**src/rtl/pipelined_rca_addsub_if.sv**
```systemverilog
// rtl/pipelined_rca_addsub_if.sv - operand/result handshake bundle for pipelined_rca_addsub
interface pipelined_rca_addsub_if #(
  parameter int N = 32
);
  logic         in_valid;
  logic         in_ready;
  logic [N-1:0] a;
  logic [N-1:0] b;
  logic         cin;
  logic         sub;
  logic         out_valid;
  logic         out_ready;
  logic [N-1:0] sum;
  logic         cout;
  logic         overflow;
  logic         zero;

  modport master (
    output in_valid, a, b, cin, sub, out_ready,
    input  in_ready, out_valid, sum, cout, overflow, zero
  );

  modport slave (
    input  in_valid, a, b, cin, sub, out_ready,
    output in_ready, out_valid, sum, cout, overflow, zero
  );
endinterface

```
**src/rtl/pipelined_rca_addsub.sv**
```systemverilog
// rtl/pipelined_rca_addsub.sv - ripple-carry add/sub with one carry-chain slice resolved per stage
// Optional overflow/zero flags are built only when ADDSUB_FLAGS_EN is defined.
module pipelined_rca_addsub #(
  parameter int N      = 32,
  parameter int STAGES = 4
) (
  input  logic                         clk_i,
  input  logic                         rst_ni,
  pipelined_rca_addsub_if.slave        bus
);
  localparam int W = N / STAGES;

  logic [STAGES-1:0][N-1:0] a_d, a_q;
  logic [STAGES-1:0][N-1:0] b_d, b_q;
  logic [STAGES-1:0][N-1:0] s_d, s_q;
  logic [STAGES-1:0]        c_d, c_q;
  logic [STAGES-1:0]        v_d, v_q;

  logic         adv;
  logic         accept;
  logic [N-1:0] b_eff;
  logic         c0;
  logic [W:0]   slice;

  // The whole pipe moves as one shift register; bubbles are never squeezed out.
  assign adv          = !v_q[STAGES-1] || bus.out_ready;
  assign accept       = bus.in_valid && adv;
  assign bus.in_ready = adv;

  assign b_eff = bus.sub ? ~bus.b : bus.b;
  assign c0    = bus.sub | bus.cin;

  always_comb begin
    a_d   = '0;
    b_d   = '0;
    s_d   = '0;
    c_d   = '0;
    v_d   = '0;
    slice = '0;

    a_d[0] = bus.a;
    b_d[0] = b_eff;
    v_d[0] = accept;
    slice  = {1'b0, bus.a[W-1:0]} + {1'b0, b_eff[W-1:0]} + {{W{1'b0}}, c0};
    s_d[0][W-1:0] = slice[W-1:0];
    c_d[0]        = slice[W];

    // Stage k adds slice k from the operands and carry left behind by stage k-1.
    for (int k = 1; k < STAGES; k++) begin
      a_d[k] = a_q[k-1];
      b_d[k] = b_q[k-1];
      v_d[k] = v_q[k-1];
      slice  = {1'b0, a_q[k-1][k*W +: W]} + {1'b0, b_q[k-1][k*W +: W]}
             + {{W{1'b0}}, c_q[k-1]};
      s_d[k]            = s_q[k-1];
      s_d[k][k*W +: W]  = slice[W-1:0];
      c_d[k]            = slice[W];
    end
  end

  always_ff @(posedge clk_i or negedge rst_ni) begin
    if (!rst_ni) begin
      a_q <= '0;
      b_q <= '0;
      s_q <= '0;
      c_q <= '0;
      v_q <= '0;
    end else if (adv) begin
      a_q <= a_d;
      b_q <= b_d;
      s_q <= s_d;
      c_q <= c_d;
      v_q <= v_d;
    end
  end

  assign bus.out_valid = v_q[STAGES-1];
  assign bus.sum       = s_q[STAGES-1];
  assign bus.cout      = c_q[STAGES-1];

  // Operand bits already consumed by earlier slices are dropped by synthesis.
  logic unused_operands;
  assign unused_operands = ^{a_q, b_q};

`ifdef ADDSUB_FLAGS_EN
  logic ovf_d, ovf_q;
  logic zero_d, zero_q;

  assign ovf_d  = (a_d[STAGES-1][N-1] == b_d[STAGES-1][N-1])
               && (s_d[STAGES-1][N-1] != a_d[STAGES-1][N-1]);
  assign zero_d = (s_d[STAGES-1] == '0);

  always_ff @(posedge clk_i or negedge rst_ni) begin
    if (!rst_ni) begin
      ovf_q  <= 1'b0;
      zero_q <= 1'b0;
    end else if (adv) begin
      ovf_q  <= ovf_d;
      zero_q <= zero_d;
    end
  end

  assign bus.overflow = ovf_q;
  assign bus.zero     = zero_q;
`else
  assign bus.overflow = 1'b0;
  assign bus.zero     = 1'b0;
`endif
endmodule

```
**src/flat_wrapper.sv**
```systemverilog
// flat-port wrapper written by rule: the top's interface ports become plain ports
module pipelined_rca_addsub_flat 
#(
  parameter int N      = 32,
  parameter int STAGES = 4
)
  (clk_i, rst_ni, bus_in_valid, bus_a, bus_b, bus_cin, bus_sub, bus_out_ready, bus_in_ready, bus_out_valid, bus_sum, bus_cout, bus_overflow, bus_zero);
  pipelined_rca_addsub_if #(.N(N)) bus_i ();
  input  logic clk_i;
  input  logic rst_ni;
  input wire logic [$bits(bus_i.in_valid)-1:0] bus_in_valid;
  input wire logic [$bits(bus_i.a)-1:0] bus_a;
  input wire logic [$bits(bus_i.b)-1:0] bus_b;
  input wire logic [$bits(bus_i.cin)-1:0] bus_cin;
  input wire logic [$bits(bus_i.sub)-1:0] bus_sub;
  input wire logic [$bits(bus_i.out_ready)-1:0] bus_out_ready;
  output wire logic [$bits(bus_i.in_ready)-1:0] bus_in_ready;
  output wire logic [$bits(bus_i.out_valid)-1:0] bus_out_valid;
  output wire logic [$bits(bus_i.sum)-1:0] bus_sum;
  output wire logic [$bits(bus_i.cout)-1:0] bus_cout;
  output wire logic [$bits(bus_i.overflow)-1:0] bus_overflow;
  output wire logic [$bits(bus_i.zero)-1:0] bus_zero;
  assign bus_i.in_valid = bus_in_valid;
  assign bus_i.a = bus_a;
  assign bus_i.b = bus_b;
  assign bus_i.cin = bus_cin;
  assign bus_i.sub = bus_sub;
  assign bus_i.out_ready = bus_out_ready;
  assign bus_in_ready = bus_i.in_ready;
  assign bus_out_valid = bus_i.out_valid;
  assign bus_sum = bus_i.sum;
  assign bus_cout = bus_i.cout;
  assign bus_overflow = bus_i.overflow;
  assign bus_zero = bus_i.zero;
  pipelined_rca_addsub #(.N(N), .STAGES(STAGES)) u_core (.clk_i(clk_i), .rst_ni(rst_ni), .bus(bus_i));
endmodule
```
**config.mk**
```make
export PLATFORM = sky130hd
export DESIGN_NAME = pipelined_rca_addsub_flat
export DESIGN_NICKNAME = d
export VERILOG_FILES = /design/src/rtl/pipelined_rca_addsub_if.sv /design/src/rtl/pipelined_rca_addsub.sv /design/src/flat_wrapper.sv
export SDC_FILE = /design/constraint.sdc
export NUM_CORES = 1
export LEC_CHECK = 0
export CAP_MARGIN = 40
export CORE_ASPECT_RATIO = 0.5
export CORE_MARGIN = 2
export CORE_UTILIZATION = 34
export DETAILED_ROUTE_END_ITERATION = 12
export PLACE_DENSITY = 0.63
export SLEW_MARGIN = 40
export SYNTH_ARGS = -nofsm -noshare
export SYNTH_HDL_FRONTEND = slang
export SYNTH_SLANG_ARGS = --single-unit
```
**constraint.sdc**
```tcl
create_clock -name clk_i -period 2.65 [get_ports clk_i]
set_input_delay 0.53 -clock clk_i [delete_from_list [all_inputs] [get_ports clk_i]]
set_output_delay 0.53 -clock clk_i [all_outputs]
set_load 0.01 [all_outputs]
```
### Word level (Yosys, flattened, before mapping)

Cells that the tools add are included.

| operators by class | value |
|---|---|
| $lt $le $gt $ge | 0 |
| muxes and demuxes | 1 |
| shift-type cells | 0 |
| eq/ne operators | 0 |
| $mul | 0 |
| bitwise gates (word level) | 2 |
| reductions and logical operators | 3 |
| add/subtract/negate cells | 8 |
| divide/modulo/power cells | 0 |

Operators by type and width:

| cell | count |
|---|---|
| $add A8 B8 Y9 | 4 |
| $add A9 B1 Y9 | 4 |
| $mux W32 | 1 |
| $not A32 Y32 | 1 |
| $logic_and A1 B1 Y1 | 1 |
| $logic_not A1 Y1 | 1 |
| $logic_or A1 B1 Y1 | 1 |
| $or A1 B1 Y1 | 1 |

| word-level totals | value |
|---|---|
| input port bits | 70 |
| logic and storage cells | 26 |
| register bits | 280 |
| memory bits (read-only) | 0 |
| output and inout port bits | 37 |
| RAM bits | 0 |
| latch bits | 0 |
| memories kept | 0 |

### Longest topological paths before layout

Gate-level depths: netlist of run 1.

| depth | value |
|---|---|
| depth in word-level cells | 4 |
| depth in mapped cells | 10 |

### Least setup slack after synthesis of run 1

Ideal clock, no wire load.

| timing | value |
|---|---|
| path type | input to register |
| start point | in bus_sub |
| end point | reg u_core.s_q (netlist bit u_core.s_d[38]) |
| stages | 10 |
| data arrival time | 2.674 ns |
| buffers on the path | 2 |
| setup slack | -0.154 ns |
| setup time | 0.130 ns |
| path through | buf_2 -> buf_4 -> or2_2 -> fa_1 -> fa_1 -> a21oi_2 -> o211ai_1 -> a21oi_1 -> xor2_1 -> o21ai_1 |

| between the ends | value |
|---|---|
| longest elaborated chain between the ends | 3 |

Ends and longest elaborated chain:

| element | line | source |
|---|---|---|
| from (decl) | flat_wrapper.sv:15 | `input wire logic [$bits(bus_i.sub)-1:0] bus_sub;` |
| $mux W32 | pipelined_rca_addsub.sv:30 | `assign b_eff = bus.sub ? ~bus.b : bus.b;` |
| $add A8 B8 Y9 | pipelined_rca_addsub.sv:44 | `slice = {1'b0, bus.a[W-1:0]} + {1'b0, b_eff[W-1:0]} + {{W{1'b0}}, c0};` |
| $add A9 B1 Y9 (*) | pipelined_rca_addsub.sv:44 |  |
| to (signal assigned) | pipelined_rca_addsub.sv:65 | `s_q <= '0;` |
| to (signal assigned) | pipelined_rca_addsub.sv:71 | `s_q <= s_d;` |
| to (decl) | pipelined_rca_addsub.sv:15 | `logic [STAGES-1:0][N-1:0] s_d, s_q;` |

Mark *: on every way between the ends. The rest lies on a longest branch, timed or not.
A chain may end at the register's enable or synchronous reset.

### Worst setup path in the final report of run 1

| timing | value |
|---|---|
| start point | in bus_cin |
| end point | reg u_core.s_q (netlist bit u_core.s_d[38]) |

| between the ends | value |
|---|---|
| longest elaborated chain between the ends | 2 |

Ends and longest elaborated chain:

| element | line | source |
|---|---|---|
| from (decl) | flat_wrapper.sv:14 | `input wire logic [$bits(bus_i.cin)-1:0] bus_cin;` |
| $or A1 B1 Y1 | pipelined_rca_addsub.sv:31 | `assign c0 = bus.sub \| bus.cin;` |
| $add A9 B1 Y9 | pipelined_rca_addsub.sv:44 |  |

Every way passes these cells.

==> flow_summary.json, run 1 <==
{
  "vias": 6125,
  "initialDrtViolationCount": 374,
  "overflow": 0,
  "synthArstFlopShare": 1.00,
  "ir_drop_mv": 0.483,
  "pin_count": 107,
  "die_height_um": 115,
  "die_x_um": 226,
  "crit_required_ns": 2.95,
  "dpl.cell_count": 1326,
  "leakage_nw": 4.91,
  "synth_xor_area_frac": 0.0501,
  "clk_latency_ns": 0.43,
  "finalHoldViolations": 0,
  "dp_hpwl_um": 11500,
  "arrival_ns": 2.75,
  "routed.top_layer": "met4",
  "dieArea_um2": 26000,
  "grt_pass1_vias": 6093,
  "cp-end-kind": "flop",
  "max_cap_viol_count": 0,
  "dr_wl_met2_um": 8170,
  "synth_compound_area_frac": 0.0771,
  "worst_pin_slew_ns": 0.648,
  "coreArea_um2": 24100,
  "wl_met1_um": 8060,
  "cts.sinks": 184,
  "yosys_warnings": 0,
  "grt_pass1_wl_um": 29300,
  "place_congestion": 0.803,
  "stdcell_count": 1358,
  "crit_type": "in2reg",
  "io_buffers": 104,
  "synth_mux_area_frac": 0,
  "nets": 1115,
  "ctsResizeCount": 0,
  "drt_wl_total_um": 17000,
  "finalClockSkew_ns": 0.00970,
  "relSlewSlack": 0.568,
  "synth-main-ff-cell": "dfrtp_1",
  "diodes": 0,
  "post-cts-setup-buffers": 0,
  "drive_gt1_frac": 0.0597,
  "syn_area_um2": 8390,
  "powerDensity_nw_per_um2": 1140,
  "dr_wl_met3_um": 519,
  "synth-simple-area-share": 0.223,
  "setup_viol": 0,
  "status": "completed",
  "synthCells": 917,
  "antenna_found_initial": 0,
  "start_kind": "primary input",
  "hp-class": "in2async",
  "clock-root-buffer": "clkbuf_16",
  "finalSetupTns_ns": 0,
  "grt_max_degree": 147,
  "firstDrtPassIters": 5,
  "area.growth.synth_to_final_pct": 22.7,
  "ys_seq_area_frac": 0.549,
  "grt_setup_unrepaired": "no",
  "fin_crit_ns": 2.45,
  "synth_top_family_by_area": "simple AND/OR/NAND/NOR gates",
  "synth_fa_ha_area_frac": 0.0608,
  "viasPerCell": 4.51,
  "synth-edff-count": 0,
  "cts_tree": "built",
  "synth-seq-cells": 184,
  "worstPathMaxFanout": 3,
  "cts-htree-levels": 4,
  "clk_pin_slew_ns": 0.07,
  "start_util": 0.348,
  "synth_cell_types": 32,
  "fmax_mhz": 408,
  "rows": 40,
  "fin_util": 0.427,
  "drcViolationCount": 0,
  "numCtsBuffers": 17,
  "drtAntennaViolNets": 0,
  "cts_buffer_depth": 2,
  "hold_buffers": 0,
  "drt-wirelength-per-cell_um": 12.5,
  "fin_crit_sh": 0.926,
  "slew_violations": 0,
  "gr-usage-all-layers": 0.141,
  "syn_area_per_cell_um2": 9.15
}
==> cells by family (layout without fill, tap and decap cells) <==
| kind of cell | count (synthesis) | after routing |
|---|---|---|
| AOI/OAI and AO/OA | 109 | 109 |
| adders and majority gates | 36 | 36 |
| xor gates and xnor gates | 48 | 48 |
| other | 1 | 2 |
| and+or+nand+nor | 486 | 486 |
| DFF | 184 | 184 |
| buffers and inverters | 53 | 157 |
==> power by group <==
group	internal, mW	switching, mW	total [mW]
clock network	1.27	1.19	2.46
logic	2.02	2.45	4.46
registers	4.06	0.709	4.77
total	7.35	4.35	11.7
==> cells in the mapped netlist, drive strengths merged, types with 6 or more instances <==
cell type | number | area [um2]
nand2 | 448 | 1680
dfrtp | 184 | 4600
o21ai | 63 | 315
buf | 43 | 295
ha | 28 | 350
xnor2 | 28 | 245
xor2 | 20 | 175
a21oi | 16 | 91.3
nor3 | 15 | 75.1
nor2 | 10 | 37.5
a211oi | 8 | 80.1
fa | 8 | 160
inv | 6 | 22.5
o211ai | 6 | 45.0
==> layout make-up <==
class	count	area (um2)
sequential	184	4600
multi-input combinational	681	3480
tap	336	420
clock inverter	14	136
inverter	6	25.0
clock buffer	18	439
fill	2417	13800
timing repair buffer	119	1200
==> path summary, 6_finish.rpt <==
check | startpoint | end | slack (ns) | depth (start not counted)
worst max-delay path | bus_cin | u_core.s_d[38] | 0.20 | 9
worst min-delay path | rst_ni | u_core.b_d[45] | 0.02 | 1
worst max register to register | u_core.c_q[0] | u_core.c_q[1] | 0.32 | 7
worst min register to register | u_core.v_q[2] | u_core.v_q[2] | 0.46 | 2
max in group asynchronous | rst_ni | u_core.a_d[86] | 1.89 | 2
min in group clk_i | u_core.v_q[2] | u_core.v_q[2] | 0.46 | 2
==> per-layer routing <==
layer,global-route usage,vias up
li1,-,3096
met1,0.183,2937
met2,0.232,78
met3,0.0368,14
met4,0.0452,0
met5,0,-
==> per-stage QoR <==
step                      area, um2  worst slack (ns)  power, mW  hold slack [ns]
final                         10300             0.197       11.7           0.0188
after global routing          10300             0.108       12.7           0.0171
after floorplan                8420            0.0314       7.88            0.234
after CTS                     10300             0.209       11.8          0.00961
after global placement         9730            -0.231       9.18            0.440
after detailed placement       9730            -0.243       9.35            0.448
==> cells in the final DEF (no fill, tap or decap), types with 6 or more instances in the layout <==
master and instances:
a21oi_1 13, nor2_1 10, xnor2_1 28, xor2_1 20, nor3_1 15, buf_4 11, clkbuf_16 17, o21ai_1 26
fa_1 6, ha_1 28, clkdlybuf4s50_1 102, nand2_1 448, o211ai_1 6, o21ai_0 37, dfrtp_1 184
==> sequential cells by signal, summed over array words and instances, names as in the netlist <==
signal and count:
u_core.a_d 48, u_core.v_q 4, u_core.b_d 48, u_core.bus.sum 32
u_core.c_q 4, u_core.s_d 48
==> worst max-delay path, stage by stage <==
cell	delay (ns)
clkdlybuf4s50_1	0.41
or2_4	0.26
fa_2	0.42
fa_2	0.41
a21oi_2	0.20
o211ai_1	0.10
a21oi_1	0.20
xor2_1	0.16
o21ai_1	0.07
(Power assumes the default switching activity.)
==> run 2, diff against run 1 <==
--- a/config.mk
+++ b/config.mk
@@ -7,2 +7,3 @@
 export LEC_CHECK = 0
+export ABC_CLOCK_PERIOD_IN_PS = 2650
 export CAP_MARGIN = 40
--- a/constraint.sdc
+++ b/constraint.sdc
@@ -3,2 +3,2 @@
 set_output_delay 0.53 -clock clk_i [all_outputs]
-set_load 0.01 [all_outputs]
+set_load 0.02 [all_outputs]
==> run 2 against run 1 <==
- clock power grew 8.9%
- clock skew shrank 0.0019 ns
- setup slack lost 0.038 ns
- sequential cell count is the same
- global-route usage grew 0.060 points
- non-clock buffer count is the same
==> flow_summary.json, run 2 (synthesized netlist as in run 1, its figures left out) <==
{
  "dieArea_um2": 26000,
  "initialDrtViolationCount": 444,
  "leakage_nw": 4.93,
  "io_buffers": 104,
  "critPathLaunch": "bus_cin",
  "fmax_mhz": 401,
  "cp_cell_sequence": "clkdlybuf4s50_1 > or2_4 > fa_2 > fa_2 > a21oi_2 > o211ai_1 > a21oi_2 > xor2_1 > o21ai_1",
  "slew_violations": 0,
  "dp_hpwl_um": 11200,
  "hp-class": "reg2reg",
  "die_x_um": 226,
  "final_common_cell": "nand2_1",
  "stdcell_count": 1358,
  "area.growth.synth_to_final_pct": 23.5,
  "drcViolationCount": 0,
  "ir_drop_mv": 0.515,
  "drt_wl_total_um": 17100,
  "clk_latency_ns": 0.43,
  "nets": 1115,
  "r2r-end": "u_core.c_q[1]",
  "grt_setup_unrepaired": "no",
  "diodes": 0,
  "viasPerCell": 4.48,
  "pin_count": 107,
  "setup_viol": 0,
  "clk_pin_slew_ns": 0.06,
  "cts.sinks": 184,
  "start_util": 0.348,
  "finalHoldViolations": 0,
  "rows": 40,
  "numCtsBuffers": 17,
  "r2r_start": "u_core.c_q[0]",
  "cts_tree": "built",
  "critPathTopFamily": "adder cells",
  "layout_common_cells": "nand2_1 (448), dfrtp_1 (184), clkdlybuf4s50_1 (102)",
  "slowest_stage": "fa_2",
  "cp.depth": 9,
  "path_buf_inv": 1,
  "drtAntennaViolNets": 0,
  "final.setup.worst_slack_ns": 0.159,
  "fin_crit_ns": 2.49,
  "cts-htree-levels": 4,
  "crit_end": "u_core.s_d[38]",
  "worstPathMaxFanout": 3,
  "overflow": 0,
  "dp_slack_ns": -0.295,
  "worst_pin_slew_ns": 0.618,
  "hold_ws_ns": 0.462,
  "crit_required_ns": 2.94,
  "grt_max_degree": 147,
  "grt_pass1_vias": 6118,
  "fin_crit_sh": 0.940,
  "coreArea_um2": 24100,
  "firstDrtPassIters": 4,
  "powerDensity_nw_per_um2": 1170,
  "relSlewSlack": 0.588,
  "status": "completed",
  "grt_pass1_wl_um": 29300,
  "n_fill_cell": 2376,
  "crit_type": "in2reg",
  "gr-usage-all-layers": 0.141,
  "drt-wirelength-per-cell_um": 12.6,
  "place_congestion": 0.781,
  "drive_gt1_frac": 0.0597,
  "rr_worst_depth": 7,
  "antenna_found_initial": 0,
  "vias": 6088,
  "die_height_um": 115,
  "clock-root-buffer": "clkbuf_16",
  "start_kind": "primary input",
  "dpl.cell_count": 1325,
  "max_cap_viol_count": 0,
  "cp-end-kind": "flop",
  "cts_buffer_depth": 2,
  "holdPathStages": 2,
  "regToRegSetupSlack_ns": 0.28,
  "slowest_delay_ns": 0.42,
  "arrival_ns": 2.78,
  "finalClockSkew_ns": 0.00779,
  "power_mw": 12.1
}
-- run 2: report_power, final --
| part | internal [mW] | switching (mW) |
|---|---|---|
| Clock | 1.54 | 1.15 |
| Combinational | 2.02 | 2.67 |
| Sequential | 4.06 | 0.705 |
| Total | 7.62 | 4.52 |
-- run 2: layout make-up --
| type | instances | area, um2 | area share |
|---|---|---|---|
| clock inverters | 14 | 184 | 0.0177 |
| flip-flops and latches | 184 | 4600 | 0.444 |
| inverters | 6 | 25.0 | 0.00241 |
| multi-input cells | 681 | 3480 | 0.336 |
| well taps | 336 | 420 | 0.0406 |
| clock buffers | 18 | 439 | 0.0424 |
| repair buffers | 119 | 1210 | 0.117 |
-- run 2: worst min path at each step --
| stage | start | slack, ns | to |
|---|---|---|---|
| global placement | u_core.v_q[2] | 0.44 | u_core.v_q[3] |
| floorplan | rst_ni | 0.23 | u_core.a_d[120] |
| global route | u_core.a_d[55] | 0.48 | u_core.a_d[55] |
| detailed placement | u_core.v_q[2] | 0.45 | u_core.v_q[2] |
| CTS | u_core.v_q[2] | 0.47 | u_core.v_q[2] |
| finish | u_core.v_q[2] | 0.46 | u_core.v_q[2] |
-- run 2: metal layers --
metal / vias up / wire length [um] / track usage
met2: 60 / 8390 / 0.235
li1: 3093 / - / -
met5: - / 0 / 0
met1: 2921 / 7960 / 0.183
met4: 0 / 211 / 0.0430
met3: 14 / 510 / 0.0376
-- run 2: repair_timing --
action | in CTS | in global routing
setup endpoints to repair | 0 | 1
buffers inserted | 0 | 0
gates resized for setup | 0 | 1
endpoints found under the hold margin | 31 | 0
hold buffers | 1 | 0
-- run 2: worst reg2reg max path, delay by kind of cell, from the launching register on --
family,cells,cell delay (ns)
flip-flops,1,0.42
adder cells (fa/ha/maj),2,0.95
AO/OA/AOI/OAI,5,0.86
-- run 2: metrics by stage --
step / area, um2 / setup TNS [ns] / utilization
after global routing: 10400 / 0 / 0.430
final: 10400 / 0 / 0.430
after global placement: 9730 / -0.450 / 0.403
after floorplan: 8420 / 0 / -
after CTS: 10400 / 0 / 0.430
after detailed placement: 9730 / -0.610 / 0.403
==> run 3, diff against run 2 <==
- ABC_AREA: default -> 1
==> run 3 against run 2 <==
- non-clock buffer count shrank 9
- count of clock-buffer cells in the layout grew 3
- sequential power shrank 1%
- fmax grew 4.5%
- largest power group unchanged
==> flow_summary.json, run 3 <==
{
  "status": "completed",
  "viasPerCell": 4.38,
  "crit_type": "in2reg",
  "pin_count": 107,
  "initialDrtViolationCount": 431,
  "placed_cell_area_um2": 9820,
  "grt_setup_unrepaired": "no",
  "yosys_warnings": 0,
  "clk_pin_slew_ns": 0.07,
  "relSlewSlack": 0.443,
  "synth_cell_types": 25,
  "ctsResizeCount": 0,
  "regToRegSetupSlack_ns": 0.56,
  "worst_pin_slew_ns": 0.835,
  "fmax_mhz": 420,
  "stdcell_area_um2": 10400,
  "io_buffers": 104,
  "layout_common_cells": "nand2_1 (394), dfrtp_1 (184), o21ai_0 (104)",
  "powerDensity_nw_per_um2": 1150,
  "fin_crit_ns": 2.38,
  "ys_seq_area_frac": 0.541,
  "power_mw": 11.9,
  "cp-end-kind": "flop",
  "grt_pass1_wl_um": 29300,
  "synthArstFlopShare": 1.00,
  "hp-class": "in2async",
  "ys_top_cells_by_area": "dfrtp_1 (54%), nand2_1 (17%), o21ai_0 (6.1%), ha_1 (4.1%), inv_1 (3.7%)",
  "syn_area_per_cell_um2": 8.65,
  "dieArea_um2": 26400,
  "overflow": 0,
  "rows": 40,
  "synth_common_cells": "nand2_1 (394), dfrtp_1 (184), o21ai_0 (104), inv_1 (85), nand3_1 (43)",
  "synth.most_common_cell": "nand2_1",
  "coreArea_um2": 24300,
  "start_kind": "primary input",
  "yosys.area.top_type": "dfrtp_1",
  "area.growth.synth_to_final_pct": 22.4,
  "die_x_um": 228,
  "fin_crit_sh": 0.900,
  "synth-edff-count": 0,
  "hold_ws_ns": 0.0121,
  "drcViolationCount": 0,
  "arrival_ns": 2.69,
  "numCtsBuffers": 17,
  "post-cts-setup-buffers": 0,
  "antenna_found_initial": 0,
  "drtAntennaViolNets": 0,
  "cts_buffer_depth": 2,
  "clk_latency_ns": 0.42,
  "crit_required_ns": 2.96,
  "final_common_cell": "nand2_1",
  "synth_top_area_frac": 0.541,
  "drt-wirelength-per-cell_um": 11.9,
  "dp_hpwl_um": 11100,
  "cts_tree": "built",
  "die_height_um": 116,
  "stdcell_count": 1418,
  "grt_pass1_vias": 6325,
  "clock-root-buffer": "clkbuf_16",
  "ir_drop_mv": 0.515,
  "start_util": 0.351,
  "gr-usage-all-layers": 0.135,
  "max_cap_viol_count": 0,
  "synth-seq-cells": 184,
  "place_congestion": 0.829,
  "diodes": 0,
  "setup_viol": 0,
  "hold_buffers": 0,
  "finalHoldViolations": 0,
  "slew_violations": 0,
  "firstDrtPassIters": 5,
  "cts-htree-levels": 4,
  "vias": 6213,
  "drt_wl_total_um": 16800,
  "drive_gt1_frac": 0.0453,
  "nets": 1175,
  "fin_util": 0.429,
  "cts.sinks": 184,
  "worstPathMaxFanout": 3,
  "synthCells": 984,
  "n_fill_cell": 2416,
  "grt_max_degree": 207,
  "dpl.cell_count": 1386,
  "syn_area_um2": 8520,
  "synth-main-ff-cell": "dfrtp_1",
  "leakage_nw": 5.12,
  "finalClockSkew_ns": 0.00982
}
## run 3: report_power, final
group          switching [mW]  internal, mW  leakage [nW]
clock network            1.09          1.46         0.295
registers               0.643          4.06          2.22
logic                    2.78          1.91          2.60
total                    4.51          7.43          5.12
## run 3: per-stage QoR
stage | setup WS (ns) | setup TNS [ns]
finish | 0.266 | 0
global route | 0.168 | 0
CTS | 0.275 | 0
detailed placement | -0.176 | -0.311
global placement | -0.127 | -0.219
floorplan | 0.101 | 0
## run 3: routing by layer
metal	part of all wire	vias to the layer above	GRT usage
met4	0.0087	0	0.0390
met3	0.027	14	0.0288
met2	0.49	70	0.240
met5	0	-	0
li1	-	3243	-
met1	0.48	2886	0.168
## run 3: layout make-up
cell class	count	area, um2	share of cell area
Clock buffer	21	460	0.0442
Timing Repair Buffer	110	1130	0.109
Clock inverter	11	138	0.0132
Sequential cell	184	4600	0.442
Inverter	86	325	0.0312
Tap cell	336	420	0.0403
Multi-Input combinational cell	670	3340	0.321
## run 3: kinds of logic after synthesis
| family | after synthesis | synth area share |
|---|---|---|
| and+or+nand+nor | 467 | 0.217 |
| xor gates and xnor gates | 32 | 0.0329 |
| AOI/OAI and AO/OA | 133 | 0.0817 |
| DFF | 184 | 0.541 |
| buffers and inverters | 131 | 0.0673 |
| adders and majority gates | 36 | 0.0599 |
| other | 1 | 0.000440 |
## run 3: worst paths after layout
path	start	end	depth (start not counted)
max	bus_cin	u_core.c_q[0]	10
max reg2reg	u_core.c_q[2]	u_core.bus.sum[30]	9
max in group asynchronous	rst_ni	u_core.b_d[122]	2
min	rst_ni	u_core.b_d[42]	1
min in group clk_i	u_core.b_d[93]	u_core.b_d[125]	2
min reg2reg	u_core.b_d[93]	u_core.b_d[125]	2
## run 3: worst max-delay path, cell delays in order
cell	delay, ns
clkdlybuf4s50_1	0.40
or2_2	0.29
fa_1	0.45
fa_1	0.41
nand2_1	0.09
nand3_1	0.12
nand3_1	0.14
nor2_1	0.05
o21ai_0	0.14
nand2_1	0.07
